`src/rtl/ctrl_pkg.sv`:
```
// Shared opcodes, controller states, accumulator-source codes and the
// EXEC control word for the accumulator CPU controller.
package ctrl_pkg;

  localparam logic [3:0] OP_NOP = 4'h0;
  localparam logic [3:0] OP_LDA = 4'h1;
  localparam logic [3:0] OP_STA = 4'h2;
  localparam logic [3:0] OP_LDI = 4'h3;
  localparam logic [3:0] OP_ADD = 4'h4;
  localparam logic [3:0] OP_SUB = 4'h5;
  localparam logic [3:0] OP_AND = 4'h6;
  localparam logic [3:0] OP_OR  = 4'h7;
  localparam logic [3:0] OP_XOR = 4'h8;
  localparam logic [3:0] OP_NOT = 4'h9;
  localparam logic [3:0] OP_SHL = 4'hA;
  localparam logic [3:0] OP_SHR = 4'hB;
  localparam logic [3:0] OP_JMP = 4'hC;
  localparam logic [3:0] OP_JZ  = 4'hD;
  localparam logic [3:0] OP_JC  = 4'hE;
  localparam logic [3:0] OP_HLT = 4'hF;

  typedef enum logic [2:0] {
    BOOT,
    FETCH,
    DECODE,
    EXEC,
    HALT,
    FAULT
  } state_t;

  localparam logic [1:0] ACC_ALU = 2'b00;
  localparam logic [1:0] ACC_REG = 2'b01;
  localparam logic [1:0] ACC_IMM = 2'b10;

  typedef struct packed {
    logic       load_reg;
    logic       load_acc;
    logic [1:0] sel_acc;
    logic [3:0] sel_alu;
    logic       load_pc;
    logic       sel_pc;
  } ctrl_word_t;

endpackage

```
`src/rtl/ctrl_fsm_mc_if.sv`:
```
// Controller <-> datapath/instruction-memory signal bundle. The controller
// takes the master side because it issues the fetch requests.
interface ctrl_fsm_mc_if #(
  parameter int OP_W  = 4,
  parameter int ALU_W = 4,
  parameter int CNT_W = 16
);
  logic [OP_W-1:0]  Opcode;
  logic             Z;
  logic             C;
  logic             mem_ready;
  logic             resume;
  logic             LoadIR;
  logic             IncPC;
  logic             SelPC;
  logic             LoadPC;
  logic             LoadReg;
  logic             LoadAcc;
  logic [1:0]       SelAcc;
  logic [ALU_W-1:0] SelALU;
  logic             mem_req;
  logic             halted;
  logic             fault;
  logic [CNT_W-1:0] instr_count;

  modport master (
    input  Opcode, Z, C, mem_ready, resume,
    output LoadIR, IncPC, SelPC, LoadPC, LoadReg, LoadAcc, SelAcc, SelALU,
           mem_req, halted, fault, instr_count
  );

  modport slave (
    output Opcode, Z, C, mem_ready, resume,
    input  LoadIR, IncPC, SelPC, LoadPC, LoadReg, LoadAcc, SelAcc, SelALU,
           mem_req, halted, fault, instr_count
  );
endinterface

```
`src/rtl/ctrl_decode.sv`:
```
// Combinational EXEC-cycle decode: low opcode nibble plus Z/C flags to the
// datapath control word.
module ctrl_decode
  import ctrl_pkg::*;
(
  input  logic [3:0]  op,
  input  logic        z,
  input  logic        c,
  output ctrl_word_t  cw
);

  always_comb begin
    cw = '0;
    case (op)
      OP_LDA: begin
        cw.load_acc = 1'b1;
        cw.sel_acc  = ACC_REG;
      end
      OP_STA: cw.load_reg = 1'b1;
      OP_LDI: begin
        cw.load_acc = 1'b1;
        cw.sel_acc  = ACC_IMM;
      end
      OP_ADD, OP_SUB, OP_AND, OP_OR, OP_XOR, OP_NOT, OP_SHL, OP_SHR: begin
        cw.load_acc = 1'b1;
        cw.sel_acc  = ACC_ALU;
        cw.sel_alu  = op;
      end
      OP_JMP: begin
        cw.load_pc = 1'b1;
        cw.sel_pc  = 1'b1;
      end
      OP_JZ: begin
        cw.load_pc = z;
        cw.sel_pc  = z;
      end
      OP_JC: begin
        cw.load_pc = c;
        cw.sel_pc  = c;
      end
      default: cw = '0;
    endcase
  end

endmodule

```
`src/rtl/ctrl_fsm_mc.sv`:
```
// Multi-cycle FETCH/DECODE/EXEC controller with fetch timeout, HALT/resume,
// illegal-opcode fault and a wrapping retired-instruction counter.
module ctrl_fsm_mc
  import ctrl_pkg::*;
#(
  parameter int OP_W     = 4,
  parameter int ALU_W    = 4,
  parameter int MAX_WAIT = 15,
  parameter int CNT_W    = 16
) (
  input  logic          clk,
  input  logic          CLB,
  ctrl_fsm_mc_if.master bus
);

  localparam int WAIT_W = $clog2(MAX_WAIT + 1);
  localparam logic [WAIT_W-1:0] WAIT_LAST = WAIT_W'(MAX_WAIT - 1);

  state_t             state_q, state_d;
  logic [WAIT_W-1:0]  wait_cnt_q, wait_cnt_d;
  logic [CNT_W-1:0]   count_q, count_d;

  logic       illegal;
  logic       load_ir, inc_pc, mem_req, halted, fault;
  ctrl_word_t exec_cw, cw_out;

  // Opcode bits above the 4-bit field only exist when OP_W > 4.
  generate
    if (OP_W > 4) begin : g_wide_op
      assign illegal = |bus.Opcode[OP_W-1:4];
    end else begin : g_narrow_op
      assign illegal = 1'b0;
    end
  endgenerate

  ctrl_decode u_decode (
    .op (bus.Opcode[3:0]),
    .z  (bus.Z),
    .c  (bus.C),
    .cw (exec_cw)
  );

  always_ff @(posedge clk) begin
    if (!CLB) begin
      state_q    <= BOOT;
      wait_cnt_q <= '0;
      count_q    <= '0;
    end else begin
      state_q    <= state_d;
      wait_cnt_q <= wait_cnt_d;
      count_q    <= count_d;
    end
  end

  always_comb begin
    state_d    = state_q;
    wait_cnt_d = wait_cnt_q;
    count_d    = count_q;
    load_ir    = 1'b0;
    inc_pc     = 1'b0;
    mem_req    = 1'b0;
    halted     = 1'b0;
    fault      = 1'b0;
    cw_out     = '0;
    case (state_q)
      BOOT: state_d = FETCH;
      FETCH: begin
        mem_req = 1'b1;
        if (bus.mem_ready) begin
          load_ir    = 1'b1;
          inc_pc     = 1'b1;
          wait_cnt_d = '0;
          state_d    = DECODE;
        end else if (wait_cnt_q == WAIT_LAST) begin
          wait_cnt_d = '0;
          state_d    = FAULT;
        end else begin
          wait_cnt_d = wait_cnt_q + WAIT_W'(1);
        end
      end
      DECODE: begin
        if (illegal)
          state_d = FAULT;
        else if (bus.Opcode[3:0] == OP_HLT)
          state_d = HALT;
        else
          state_d = EXEC;
      end
      EXEC: begin
        cw_out  = exec_cw;
        count_d = count_q + CNT_W'(1);
        state_d = FETCH;
      end
      HALT: begin
        halted = 1'b1;
        if (bus.resume)
          state_d = FETCH;
      end
      FAULT: fault = 1'b1;
      default: state_d = BOOT;
    endcase
  end

  assign bus.LoadIR      = load_ir;
  assign bus.IncPC       = inc_pc;
  assign bus.SelPC       = cw_out.sel_pc;
  assign bus.LoadPC      = cw_out.load_pc;
  assign bus.LoadReg     = cw_out.load_reg;
  assign bus.LoadAcc     = cw_out.load_acc;
  assign bus.SelAcc      = cw_out.sel_acc;
  assign bus.SelALU      = ALU_W'(cw_out.sel_alu);
  assign bus.mem_req     = mem_req;
  assign bus.halted      = halted;
  assign bus.fault       = fault;
  assign bus.instr_count = count_q;

endmodule

```
`src/flat_wrapper.sv`:
```
// flat-port wrapper written by rule: the top's interface ports become plain ports
module ctrl_fsm_mc_flat import ctrl_pkg::*;
#(
  parameter int OP_W     = 4,
  parameter int ALU_W    = 4,
  parameter int MAX_WAIT = 15,
  parameter int CNT_W    = 16
)
  (clk, CLB, bus_Opcode, bus_Z, bus_C, bus_mem_ready, bus_resume, bus_LoadIR, bus_IncPC, bus_SelPC, bus_LoadPC, bus_LoadReg, bus_LoadAcc, bus_SelAcc, bus_SelALU, bus_mem_req, bus_halted, bus_fault, bus_instr_count);
  ctrl_fsm_mc_if #(.OP_W(OP_W), .ALU_W(ALU_W), .CNT_W(CNT_W)) bus_i ();
  input  logic clk;
  input  logic CLB;
  input wire logic [$bits(bus_i.Opcode)-1:0] bus_Opcode;
  input wire logic [$bits(bus_i.Z)-1:0] bus_Z;
  input wire logic [$bits(bus_i.C)-1:0] bus_C;
  input wire logic [$bits(bus_i.mem_ready)-1:0] bus_mem_ready;
  input wire logic [$bits(bus_i.resume)-1:0] bus_resume;
  output wire logic [$bits(bus_i.LoadIR)-1:0] bus_LoadIR;
  output wire logic [$bits(bus_i.IncPC)-1:0] bus_IncPC;
  output wire logic [$bits(bus_i.SelPC)-1:0] bus_SelPC;
  output wire logic [$bits(bus_i.LoadPC)-1:0] bus_LoadPC;
  output wire logic [$bits(bus_i.LoadReg)-1:0] bus_LoadReg;
  output wire logic [$bits(bus_i.LoadAcc)-1:0] bus_LoadAcc;
  output wire logic [$bits(bus_i.SelAcc)-1:0] bus_SelAcc;
  output wire logic [$bits(bus_i.SelALU)-1:0] bus_SelALU;
  output wire logic [$bits(bus_i.mem_req)-1:0] bus_mem_req;
  output wire logic [$bits(bus_i.halted)-1:0] bus_halted;
  output wire logic [$bits(bus_i.fault)-1:0] bus_fault;
  output wire logic [$bits(bus_i.instr_count)-1:0] bus_instr_count;
  assign bus_i.Opcode = bus_Opcode;
  assign bus_i.Z = bus_Z;
  assign bus_i.C = bus_C;
  assign bus_i.mem_ready = bus_mem_ready;
  assign bus_i.resume = bus_resume;
  assign bus_LoadIR = bus_i.LoadIR;
  assign bus_IncPC = bus_i.IncPC;
  assign bus_SelPC = bus_i.SelPC;
  assign bus_LoadPC = bus_i.LoadPC;
  assign bus_LoadReg = bus_i.LoadReg;
  assign bus_LoadAcc = bus_i.LoadAcc;
  assign bus_SelAcc = bus_i.SelAcc;
  assign bus_SelALU = bus_i.SelALU;
  assign bus_mem_req = bus_i.mem_req;
  assign bus_halted = bus_i.halted;
  assign bus_fault = bus_i.fault;
  assign bus_instr_count = bus_i.instr_count;
  ctrl_fsm_mc #(.OP_W(OP_W), .ALU_W(ALU_W), .MAX_WAIT(MAX_WAIT), .CNT_W(CNT_W)) u_core (.clk(clk), .CLB(CLB), .bus(bus_i));
endmodule
```
`config.mk`:
```
export PLATFORM = sky130hd
export DESIGN_NAME = ctrl_fsm_mc_flat
export DESIGN_NICKNAME = d
export VERILOG_FILES = /design/src/rtl/ctrl_pkg.sv /design/src/rtl/ctrl_fsm_mc_if.sv /design/src/rtl/ctrl_decode.sv /design/src/rtl/ctrl_fsm_mc.sv /design/src/flat_wrapper.sv
export SDC_FILE = /design/constraint.sdc
export NUM_CORES = 1
export LEC_CHECK = 0
export ABC_AREA = 1
export CORE_MARGIN = 5
export CORE_UTILIZATION = 40
export CTS_CLUSTER_DIAMETER = 80
export CTS_CLUSTER_SIZE = 40
export DETAILED_ROUTE_END_ITERATION = 7
export PLACE_DENSITY_LB_ADDON = 0.15
export SYNTH_ARGS = -nofsm -noshare
export SYNTH_HDL_FRONTEND = slang
export SYNTH_SLANG_ARGS = --single-unit
```
`constraint.sdc`:
```
create_clock -name clk -period 1.5 [get_ports clk]
set_input_delay 0.15 -clock clk [delete_from_list [all_inputs] [get_ports clk]]
set_output_delay 0.15 -clock clk [all_outputs]
set_load 0.02 [all_outputs]
```
; Word-level counts from Yosys, hierarchy flattened
; Index checks and enable logic that the tools add are counted.
[word_totals]
word_cells = 50
regBits = 23
input_bits = 10
output_inout_bits = 31
[op_classes]
n_reduce_logical = 4
eq_ne = 23
n_bitwise = 1
add_sub_neg = 2
n_mux = 17
[op_table]
columns = op, n
row1 = == test 4 bit (second input constant), 9
row2 = adder 16 x 1 -> 16 bit (second input constant), 1
row3 = == test 4 x 3 -> 1 bit (second input constant), 4
row4 = case mux 3 bit (5 select lines), 1
row5 = 2-to-1 mux 3 bit, 4
row6 = 2-to-1 mux 4 bit, 3
row7 = 2-to-1 mux 10 bit, 1
row8 = case mux 3 bit (3 select lines), 1
row9 = == test 4 x 2 -> 1 bit (second input constant), 2
row10 = OR reduction 8 bit, 1
row11 = == test 3 x 2 -> 1 bit (second input constant), 2
row12 = == test 3 bit (second input constant), 2
row13 = 2-to-1 mux 1 bit, 6
row14 = case mux 2 bit (3 select lines), 1
row15 = adder 4 x 1 -> 4 bit (second input constant), 1
row16 = == test 4 x 1 -> 1 bit (second input constant), 1
row17 = == test 3 x 1 -> 1 bit (second input constant), 1
row18 = zero test 3 bit, 1
row19 = != test 3 x 2 -> 1 bit (second input constant), 1
row20 = AND reduction 3 bit, 1
row21 = != test 2 bit (second input constant), 1
row22 = OR reduction 2 bit, 1
row23 = inverter 1 bit, 1

; Depth between registers and ports, before layout
; Gate-level depths: netlist of the first run.
[depth]
word_depth = 4
depth_mapped = 9
ltp_nobuf = 9

; By module
; Synthesis of the first run repeated with hierarchy kept, for this count alone.
[hier_totals]
hier_cells = 233
area_unflattened_um2 = 1451.4
[modules_own_cells]
columns = mod, seq_area_each_um2, n_inst, area_per_inst_um2, cells_each
row1 = ctrl_fsm_mc, 460.4, 1, 1348.8, 211
row2 = ctrl_decode, 0.0, 1, 102.6, 22

; Worst setup path after synthesis of the first run
; Ideal clock, no wire load.
[synth_timing]
kind = register to output
start = register u_core.state_q[2]
end = output bus_SelPC
slack_ps = -243
t_arrival_ps = 1593
path_buffers = 2
path_stages_with_launch = 6
required_time_ps = 1350
path_cell_list = dfxtp_1 -> inv_4 -> nand3_4 -> buf_4 -> nor3_1 -> buf_4
[synth_between]
elab_chain_cells = 2
[synth_lines]
columns = item, line
row1 = "start, declared", ctrl_fsm_mc.sv:19  ; state_t state_q, state_d;
row2 = "start signal, assigned", ctrl_fsm_mc.sv:49  ; state_q <= state_d;
row3 = == test 3 x 2 -> 1 bit, ctrl_fsm_mc.sv:65  ; case (state_q)
row4 = 2-to-1 mux 10 bit, ctrl_fsm_mc.sv:65
row5 = "end, declared", flat_wrapper.sv:20  ; output wire logic [$bits(bus_i.SelPC)-1:0] bus_SelPC;
; No other way between the ends.

; Worst setup path in the final report of the first run
[layout_timing]
start = register u_core.count_q[15], in the netlist u_core.bus.instr_count[15]
end = output bus_instr_count[15]
[layout_rtl]
columns = item, line
row1 = "start, declared", ctrl_fsm_mc.sv:21  ; logic [CNT_W-1:0] count_q, count_d;
row2 = "start signal, assigned", ctrl_fsm_mc.sv:51  ; count_q <= count_d;
row3 = "end, declared", flat_wrapper.sv:29  ; output wire logic [$bits(bus_i.instr_count)-1:0] bus_instr_count;
; No word-level cell between the ends.

==> flow_summary_export.csv, run 1 <==
group,metric,value,unit
yosys,synth-main-ff-cell,"sky130_fd_sc_hd__dfxtp_1",
route,drt_drc_violations_left,0,
global_routing,grt.met2_usage,22.2,%
worst_setup_path,timing_worst_setup_path_type,"reg -> out",
global_routing,overflow,0,
pwr,netSwitchingPower,0.561,mW
clocking,insertion_delay,0.32,ns
hold_path,worst_hold_startpoint,"bus_Opcode[3]",
clocking,worst_setup_hold_path_clk_slew,0.13,ns
worst_setup_path,cpLargestDelayFamily,"buffers and inverters",
place,port-buffer-count,40,
global_routing,vias_in_the_first_global_route,1358,
layout,diodes,0,
yosys,yosysSeqAreaShare,32.9,%
job,drv.max_cap_violation_count,0,
die,initial_core_util,41.6,%
yosys,synth_seq_cells,23,
sta,finalSetupViolCount,0,
layout,share_of_layout_cells_above_drive_strength_1,24.2,%
clocking,post_cts_buffers,0,
route,detail_route.wl_per_cell,10.9,um
layout,layoutNonFillerInstCount,311,
yosys,synth.cell_area,0.00140,mm^2
pwr,share_comb_of_total_power,37.4,%
outcome,run_status,"finished, final reports clean",
die,core_area,0.00336,mm^2
die,die_area,0.00478,mm^2
pwr,p_int,1.04,mW
worst_setup_path,timing.critical_path.from_type,"flip-flop",
global_routing,global_route_wire_length_before_repair,5.85,mm
route,dr_total_vias,1436,
layout,area_growth_from_synthesis_to_layout,40.3,%
yosys,netlist-cell-type-count,29,
pwr,pwr-share-seq,43.8,%
place,dp_hpwl,2.65,mm
global_routing,groute.usage.overall,14.5,%
worst_setup_path,largest_stage_delay_worst_path,0.61,ns
yosys,synth-warning-count,0,
sta,holdWs,0.399,ns
layout,postLayoutCoreUtil,58.4,%
sta,final_critical_period,1.45,ns
pwr,vdd_drop_max,576,uV
worst_setup_path,rr_startpoint,"u_core.state_q[2]",
clocking,buffer_depth_of_the_longest_clock_path,2,
route,routed_wl,3.39,mm
worst_setup_path,timing.critical_path.arrival,1.30,ns
pwr,pwr_density_cell,814,mW/mm^2
route,drt_iter0_drc,62,
route,dr.pass1.iters,4,
sta,timing_worst_slew_pin_value,0.388,ns
route,viasPerCell,4.62,
global_routing,grt_use_met3,4.36,%
worst_setup_path,worstPathCellList,"clkdlybuf4s50_1",
sta,timing_hold_violations_final,0,
worst_setup_path,setup.worst_path.end_class,"output pin",
layout,layout.cells.most_common,"sky130_fd_sc_hd__nand2_1",
hold_path,hold_class,"in -> reg",
die,fp.dieW,69.2,um
yosys,yosysTopAreaCellShare,32.9,%
global_routing,number_of_antenna_violations_at_the_first_check_in_global_routing,0,
sta,clock.fmax,689,MHz
clocking,number_of_h_tree_levels,1,
place,place_inst,307,
yosys,number_of_synthesized_flops_with_an_enable_pin,0,
pwr,cellLeakagePower,0.989,nW
yosys,area_contributors_post_synth,"sky130_fd_sc_hd__dfxtp_1 33%, sky130_fd_sc_hd__nand2_1 12%, sky130_fd_sc_hd__nor2_1 9.4%",
clocking,cts-buffers-inserted,3,
die,row_count,21,
sta,slew_violations,0,
pwr,power_share_of_the_clock_group,18.8,%
global_routing,grt_busiest_layer,"met2",
worst_setup_path,required,1.35,ns
sta,clock-skew-final,0.00314,ns
clocking,tritoncts_num_sinks,23,
worst_setup_path,r2r_slack,0.16,ns
route,drtAntennaViolNets,0,
worst_setup_path,cp_num_buf_inv,1,
yosys,yosys.area.top_type,"sky130_fd_sc_hd__dfxtp_1",
layout,mostFrequentLayoutCells,"46 x sky130_fd_sc_hd__nand2_1, 32 x sky130_fd_sc_hd__nor2_1, 24 x sky130_fd_sc_hd__inv_1",
worst_setup_path,setup.worst_path.start,"u_core.bus.instr_count[15]",
yosys,postSynthCellCount,208,
sta,grt_setup_unrepaired,"yes",
clocking,cts_hold_buffers,0,
worst_setup_path,critical-path-slowest-cell,"sky130_fd_sc_hd__clkdlybuf4s50_1",
clocking,tritoncts,"built",
pwr,switching_share,35.1,%
die,floorplan.die.height,69.2,um
worst_setup_path,critical_path.max_fanout,3,
sta,maxSlewHeadroom,74.1,%
yosys,syn_area_per_cell,6.73,um^2
layout,layout.nets,279,
place,place_area,0.00199,mm^2
global_routing,globalRouteMet1Util,20.0,%
die,ios,41,
global_routing,grt_max_degree,15,
layout,final_cell_area,0.00196,mm^2
yosys,synth_nets,221,
clocking,root_buffer,"sky130_fd_sc_hd__clkbuf_4",
place,gpl_wtd_cong,0.817,
sta,crit_share_post_route,96.7,%
yosys,synth_async_sr_flop_share,0,%
## timing repair
item / 4_1_cts / 5_1_grt
cloned: 0 / 0
gates resized for setup: 75 / 16
endpoints found under the setup margin: 27 / 13
pin swaps: 0 / 1
## logic make-up (layout without fill, tap and decap cells)
kind of cell | Yosys count | in the layout | share of synthesized area [%]
simple gates | 121 | 121 | 42.8
xor+xnor | 4 | 4 | 2.50
fa+ha+maj | 3 | 3 | 2.68
compound gates | 24 | 24 | 8.94
buf+inv | 33 | 90 | 10.2
flops | 23 | 23 | 32.9
## registers in the layout (all words and copies together), names as in the netlist
register / cells
u_core.bus.instr_count: 16
u_core.state_q: 3
u_core.wait_cnt_q: 4
## layout make-up
| class | count | area (um^2) |
|---|---|---|
| fillers | 376 | 1400 |
| multi-input cells | 152 | 828 |
| repair buffers | 59 | 478 |
| flip-flops and latches | 23 | 467 |
| inverters | 27 | 104 |
| well taps | 46 | 57.6 |
| clock buffers | 3 | 22.5 |
| clock inverters | 1 | 7.51 |
## metrics by stage
step           power [mW]  setup WS (ns)  setup TNS (ns)
6_report             1.60         0.0494               0
3_3_place_gp         1.33         -0.386           -3.19
5_1_grt              1.71       -0.00637        -0.00842
2_1_floorplan        1.04         0.0725               0
4_1_cts              1.64        0.00558               0
3_5_place_dp         1.34         -0.398           -3.33
## worst register-to-register path: cells and delay by family, from the launching register on
kind	cells	cell delay (ns)
buffers and inverters	2	0.29
flip-flops	1	0.36
AND/OR/NAND/NOR	7	0.60
## power by group through the flow
stage	Sequential, mW	Combinational (mW)	Clock (mW)
floorplan	0.698	0.345	0
global placement	0.705	0.625	0
detailed placement	0.705	0.632	0
CTS	0.700	0.619	0.320
global route	0.708	0.657	0.339
finish	0.701	0.598	0.301
## routing by layer
metal	share of wire, %	vias to the layer above
met5	0	-
met4	0.59	0
met3	5.4	2
met2	43	40
met1	51	621
li1	-	773
## final timing paths
check | cells after the start | end
min reg2reg | 2 | u_core.bus.instr_count[8]
min | 4 | u_core.state_q[1]
max | 1 | bus_instr_count[15]
max reg2reg | 9 | u_core.bus.instr_count[15]
## synthesized netlist by cell type, types with 3 or more instances
cell	number
sky130_fd_sc_hd__o21ai_0	6
sky130_fd_sc_hd__dfxtp_1	23
sky130_fd_sc_hd__nor3_1	7
sky130_fd_sc_hd__ha_1	3
sky130_fd_sc_hd__nand3_1	14
sky130_fd_sc_hd__inv_1	25
sky130_fd_sc_hd__a21oi_1	15
sky130_fd_sc_hd__nor2_1	35
sky130_fd_sc_hd__nor2_4	5
sky130_fd_sc_hd__nand4_1	4
sky130_fd_sc_hd__buf_4	4
sky130_fd_sc_hd__nand2_1	46
Power figures use the tool's default switching activity.
==> run 2, diff against run 1 <==
--- a/config.mk
+++ b/config.mk
@@ -12,6 +12,7 @@
 export CTS_CLUSTER_SIZE = 40
 export DETAILED_ROUTE_END_ITERATION = 7
 export PLACE_DENSITY_LB_ADDON = 0.15
+export SKIP_CTS_REPAIR_TIMING = 1
 export SYNTH_ARGS = -nofsm -noshare
 export SYNTH_HDL_FRONTEND = slang
 export SYNTH_SLANG_ARGS = --single-unit
==> flow_summary_export.csv, run 2 (synthesized netlist as in run 1, its figures left out) <==
group,metric,value,unit
place,place_ws,-0.398,ns
sta,slew_violations,0,
route,dr_total_vias,1451,
layout,final_cell_area,0.00207,mm^2
worst_setup_path,rr_worst_depth,7,
pwr,cellLeakagePower,1.25,nW
die,fp.dieW,69.2,um
pwr,power_share_of_the_clock_group,18.7,%
sta,crit_share_post_route,101,%
route,routed_wl,3.52,mm
sta,clock-skew-final,0.00332,ns
route,drt_drc_violations_left,0,
die,ios,41,
place,place_inst,307,
global_routing,groute.usage.overall,14.2,%
layout,layoutNonFillerInstCount,312,
route,drtAntennaViolNets,0,
hold_path,hold_class,"in -> reg",
worst_setup_path,critical_path.max_fanout,7,
worst_setup_path,timing_worst_setup_path_type,"reg -> out",
sta,maxSlewHeadroom,74.3,%
worst_setup_path,setup.worst_path.end_class,"output pin",
sta,final_critical_period,1.51,ns
route,dr.pass1.iters,4,
pwr,share_comb_of_total_power,37.6,%
layout,share_of_layout_cells_above_drive_strength_1,21.1,%
clocking,buffer_depth_of_the_longest_clock_path,2,
die,row_count,21,
sta,grt_setup_unrepaired,"yes",
die,initial_core_util,41.6,%
pwr,pwr-share-seq,43.7,%
layout,layout.nets,280,
route,viasPerCell,4.65,
pwr,pwr_density_cell,790,mW/mm^2
route,routedLengthMet1,1.85,mm
route,routed.top_layer,"met4",
route,drt_iter0_drc,56,
route,wl_met2,1.49,mm
worst_setup_path,r2r_slack,0.16,ns
job,drv.max_cap_violation_count,0,
sta,finalSetupViolCount,2,
route,detail_route.wl_per_cell,11.3,um
pwr,netSwitchingPower,0.586,mW
global_routing,grt_max_degree,15,
layout,diodes,0,
layout,postLayoutCoreUtil,61.7,%
clocking,worst_setup_hold_path_clk_slew,0.14,ns
sta,clock.fmax,662,MHz
layout,largest_reg_flops,16,
sta,setup_slack,-0.00988,ns
hold_path,hold_depth,4,
worst_setup_path,rr_startpoint,"u_core.bus.instr_count[0]",
clocking,cts-buffers-inserted,3,
pwr,power,1.64,mW
sta,timing_hold_violations_final,0,
global_routing,global_route_wire_length_before_repair,5.74,mm
global_routing,vias_in_the_first_global_route,1339,
layout,mostFrequentLayoutCells,"46 x sky130_fd_sc_hd__nand2_1, 34 x sky130_fd_sc_hd__nor2_1, 25 x sky130_fd_sc_hd__inv_1",
clocking,root_buffer,"sky130_fd_sc_hd__clkbuf_4",
place,dp_hpwl,2.65,mm
die,die_area,0.00478,mm^2
place,place_area,0.00199,mm^2
layout,area_growth_from_synthesis_to_layout,48.2,%
sta,timing_worst_slew_pin_value,0.386,ns
worst_setup_path,timing.rr.end,"u_core.bus.instr_count[8]",
clocking,insertion_delay,0.32,ns
pwr,vdd_drop_max,581,uV
clocking,number_of_h_tree_levels,1,
pwr,p_int,1.05,mW
layout,layout.cells.most_common,"sky130_fd_sc_hd__nand2_1",
global_routing,overflow,0,
clocking,tritoncts,"built",
pwr,switching_share,35.8,%
global_routing,number_of_antenna_violations_at_the_first_check_in_global_routing,0,
outcome,violations,"setup timing",
worst_setup_path,timing.critical_path.from_type,"flip-flop",
hold_path,min_to,"u_core.state_q[1]",
hold_path,worst_hold_startpoint,"bus_Opcode[3]",
clocking,tritoncts_num_sinks,23,
place,port-buffer-count,40,
place,gpl_wtd_cong,0.817,
worst_setup_path,timing.critical_path.arrival,1.36,ns
route,met3WireLength,150,um
die,floorplan.die.height,69.2,um
outcome,run_status,"complete, but fails checks",
worst_setup_path,required,1.35,ns
die,core_area,0.00336,mm^2
run 2: power by group through the flow:
stage,logic [mW],registers (mW),clock network [mW]
CTS,0.633,0.692,0.320
global placement,0.625,0.705,0
detailed placement,0.632,0.705,0
global route,0.676,0.723,0.343
finish,0.616,0.716,0.307
floorplan,0.345,0.698,0
run 2: worst max-delay path, cell delays in order (launching register included):
cell	delay [ns]
sky130_fd_sc_hd__dfxtp_4	0.43
sky130_fd_sc_hd__buf_12	0.13
sky130_fd_sc_hd__nand3_4	0.07
sky130_fd_sc_hd__nor2_1	0.15
sky130_fd_sc_hd__dlymetal6s2s_1	0.25
run 2: per-layer routing:
metal | track usage (%) | vias up
li1 | - | 778
met1 | 19.8 | 623
met2 | 21.7 | 46
met3 | 4.07 | 4
met4 | 3.25 | 0
met5 | 0 | -
run 2: per-stage QoR:
step                TNS, ns  hold WS, ns
finish              -0.0169        0.389
global route         -0.312        0.395
CTS                   -7.03        0.487
detailed placement    -3.33        0.467
global placement      -3.19        0.458
floorplan                 0        0.288
run 2: cell type report:
class	count	area, um^2
clock buffer	3	22.5
multi-input combinational	153	841
fill	354	1290
tap	46	57.6
inverter	27	104
sequential	23	467
clock inverter	1	7.51
timing repair buffer	59	576
run 2: how the worst max path moves through the flow:
| stage | from | to | slack [ns] | cells past startpoint |
|---|---|---|---|---|
| 2_1_floorplan | u_core.state_q[2] | bus_SelALU[0] | 0.07 | 4 |
| 3_3_place_gp | bus_Opcode[3] | bus_LoadAcc | -0.39 | 5 |
| 3_5_place_dp | bus_Opcode[3] | bus_LoadAcc | -0.40 | 5 |
| 4_1_cts | u_core.state_q[0] | bus_IncPC | -0.50 | 4 |
| 5_1_grt | u_core.state_q[1] | bus_LoadIR | -0.14 | 4 |
| 6_report | u_core.state_q[0] | bus_IncPC | -0.01 | 4 |
==> run 3, diff against run 2 <==
--- a/config.mk
+++ b/config.mk
@@ -11,7 +11,7 @@
 export CTS_CLUSTER_DIAMETER = 80
 export CTS_CLUSTER_SIZE = 40
 export DETAILED_ROUTE_END_ITERATION = 7
-export PLACE_DENSITY_LB_ADDON = 0.15
+export PLACE_DENSITY_LB_ADDON = 0.1
 export SKIP_CTS_REPAIR_TIMING = 1
 export SYNTH_ARGS = -nofsm -noshare
 export SYNTH_HDL_FRONTEND = slang
==> flow_summary_export.csv, run 3 (synthesized netlist as in run 1, its figures left out) <==
group,metric,value,unit
clocking,insertion_delay,0.32,ns
clocking,tritoncts,"built",
clocking,cts-buffers-inserted,3,
worst_setup_path,timing.critical_path.from_type,"input pin",
worst_setup_path,rr_worst_depth,8,
clocking,number_of_h_tree_levels,1,
route,viasPerCell,4.51,
die,fp.dieW,69.2,um
sta,clock-skew-final,0.00161,ns
place,place_area,0.00196,mm^2
global_routing,vias_in_the_first_global_route,1324,
pwr,vdd_drop_max,647,uV
die,ios,41,
hold_path,hold_depth,2,
worst_setup_path,timing_worst_setup_path_type,"in -> out",
die,die_area,0.00478,mm^2
sta,timing_worst_slew_pin_value,0.360,ns
hold_path,min_to,"u_core.bus.instr_count[8]",
layout,n_fill_cell,353,
hold_path,worst_hold_startpoint,"u_core.bus.instr_count[8]",
route,drt_iter0_drc,56,
die,initial_core_util,41.6,%
clocking,worst_setup_hold_path_clk_slew,0.13,ns
worst_setup_path,r2r_slack,0.15,ns
layout,mostFrequentLayoutCells,"46 x sky130_fd_sc_hd__nand2_1, 33 x sky130_fd_sc_hd__nor2_1, 24 x sky130_fd_sc_hd__inv_1",
worst_setup_path,largest_stage_delay_worst_path,0.48,ns
worst_setup_path,setup.worst_path.end_class,"output pin",
sta,maxSlewHeadroom,76.0,%
route,met3WireLength,147,um
worst_setup_path,required,1.35,ns
route,drtAntennaViolNets,0,
layout,diodes,0,
pwr,cellLeakagePower,1.17,nW
route,dr.pass1.iters,4,
outcome,run_status,"finished, final reports clean",
pwr,pwr_density_cell,791,mW/mm^2
global_routing,number_of_antenna_violations_at_the_first_check_in_global_routing,0,
route,drt_drc_violations_left,0,
worst_setup_path,rr_startpoint,"u_core.wait_cnt_q[0]",
global_routing,grt_max_degree,15,
layout,final_cell_area,0.00203,mm^2
hold_path,hold_class,"reg -> reg",
layout,area_growth_from_synthesis_to_layout,45.1,%
sta,final_critical_period,1.42,ns
global_routing,overflow,0,
sta,grt_setup_unrepaired,"yes",
sta,timing_hold_violations_final,0,
sta,crit_share_post_route,95.0,%
global_routing,global_route_wire_length_before_repair,5.79,mm
job,drv.max_cap_violation_count,0,
worst_setup_path,worst_path_most_repeated_cell,"sky130_fd_sc_hd__buf_4",
worst_setup_path,critical_path.max_fanout,4,
worst_setup_path,worstPathCellList,"clkdlybuf4s50_1 > buf_4 > xnor2_4 > a31oi_1 > buf_4",
route,wl_met2,1.40,mm
worst_setup_path,critical-path-slowest-cell,"sky130_fd_sc_hd__clkdlybuf4s50_1",
layout,layout.nets,279,
route,routed.top_layer,"met4",
worst_setup_path,timing.rr.end,"u_core.state_q[2]",
route,routedLengthMet1,1.74,mm
layout,sequential_cell_area,470,um^2
clocking,tritoncts_num_sinks,23,
die,row_count,21,
route,routed_wl,3.31,mm
route,detail_route.wl_per_cell,10.6,um
layout,layout.cells.most_common,"sky130_fd_sc_hd__nand2_1",
sta,finalSetupViolCount,0,
sta,slew_violations,0,
die,core_area,0.00336,mm^2
die,floorplan.die.height,69.2,um
sta,clock.fmax,702,MHz
global_routing,groute.usage.overall,14.2,%
clocking,root_buffer,"sky130_fd_sc_hd__clkbuf_4",
place,gpl_wtd_cong,0.790,
route,dr_total_vias,1402,
worst_setup_path,timing.critical_path.arrival,1.27,ns
clocking,buffer_depth_of_the_longest_clock_path,2,
layout,multiInputGateArea,852,um^2
layout,largest_reg_flops,16,
place,port-buffer-count,40,
layout,share_of_layout_cells_above_drive_strength_1,24.5,%
place,dp_hpwl,2.50,mm
pwr,power,1.61,mW
-- run 3: changes by cell type in the layout (fill, tap and decap cells not counted), moves of 2 or more --
| cell | delta |
|---|---|
| sky130_fd_sc_hd__buf_2 | +2 |
| sky130_fd_sc_hd__dlymetal6s2s_1 | -5 |
| sky130_fd_sc_hd__buf_4 | +2 |
| sky130_fd_sc_hd__clkbuf_2 | +2 |
-- run 3: critical path: cells and delay by family --
family,cells,cell delay [ns]
buffers and inverters,3,0.83
AO/OA/AOI/OAI,1,0.10
XOR/XNOR,1,0.19
-- run 3: power breakdown --
group	switching [mW]	internal [mW]	leakage [nW]
logic	0.324	0.271	0.970
registers	0.0494	0.656	0.188
clock network	0.204	0.102	0.0139
-- run 3: worst max-delay path by stage --
| stage | start | end | slack [ns] |
|---|---|---|---|
| after floorplan | u_core.state_q[2] | bus_SelALU[0] | 0.07 |
| after detailed placement | bus_Opcode[2] | bus_SelALU[1] | -0.37 |
| after global placement | bus_Opcode[2] | bus_LoadAcc | -0.35 |
| after CTS | u_core.state_q[1] | bus_SelALU[1] | -0.46 |
| final | bus_Opcode[2] | bus_LoadAcc | 0.08 |
| after global routing | bus_Opcode[2] | bus_LoadAcc | -0.006 |
-- run 3: final cells by class --
| class | count | share of cell area, % |
|---|---|---|
| sequential | 23 | 23.2 |
| inverter | 27 | 5.11 |
| multi-input combinational | 153 | 41.9 |
| clock inverter | 1 | 0.369 |
| timing repair buffer | 58 | 25.5 |
| tap | 46 | 2.83 |
| clock buffer | 3 | 1.11 |
-- run 3: layer usage --
layer / up-vias / track usage, %
li1: 781 / -
met1: 595 / 19.3
met2: 24 / 22.0
met3: 2 / 4.36
met4: 0 / 3.25
met5: - / 0
-- run 3: through the flow --
stage | utilization, % | TNS [ns] | std cells | setup slack, ns | hold slack [ns]
2_1_floorplan | - | 0 | 208 | 0.0725 | 0.288
3_3_place_gp | 58.2 | -2.99 | 305 | -0.353 | 0.460
3_5_place_dp | 58.2 | -3.09 | 305 | -0.369 | 0.459
4_1_cts | 59.1 | -6.58 | 309 | -0.457 | 0.478
5_1_grt | 60.4 | -0.0128 | 311 | -0.00572 | 0.493
6_report | 60.4 | 0 | 311 | 0.0751 | 0.473
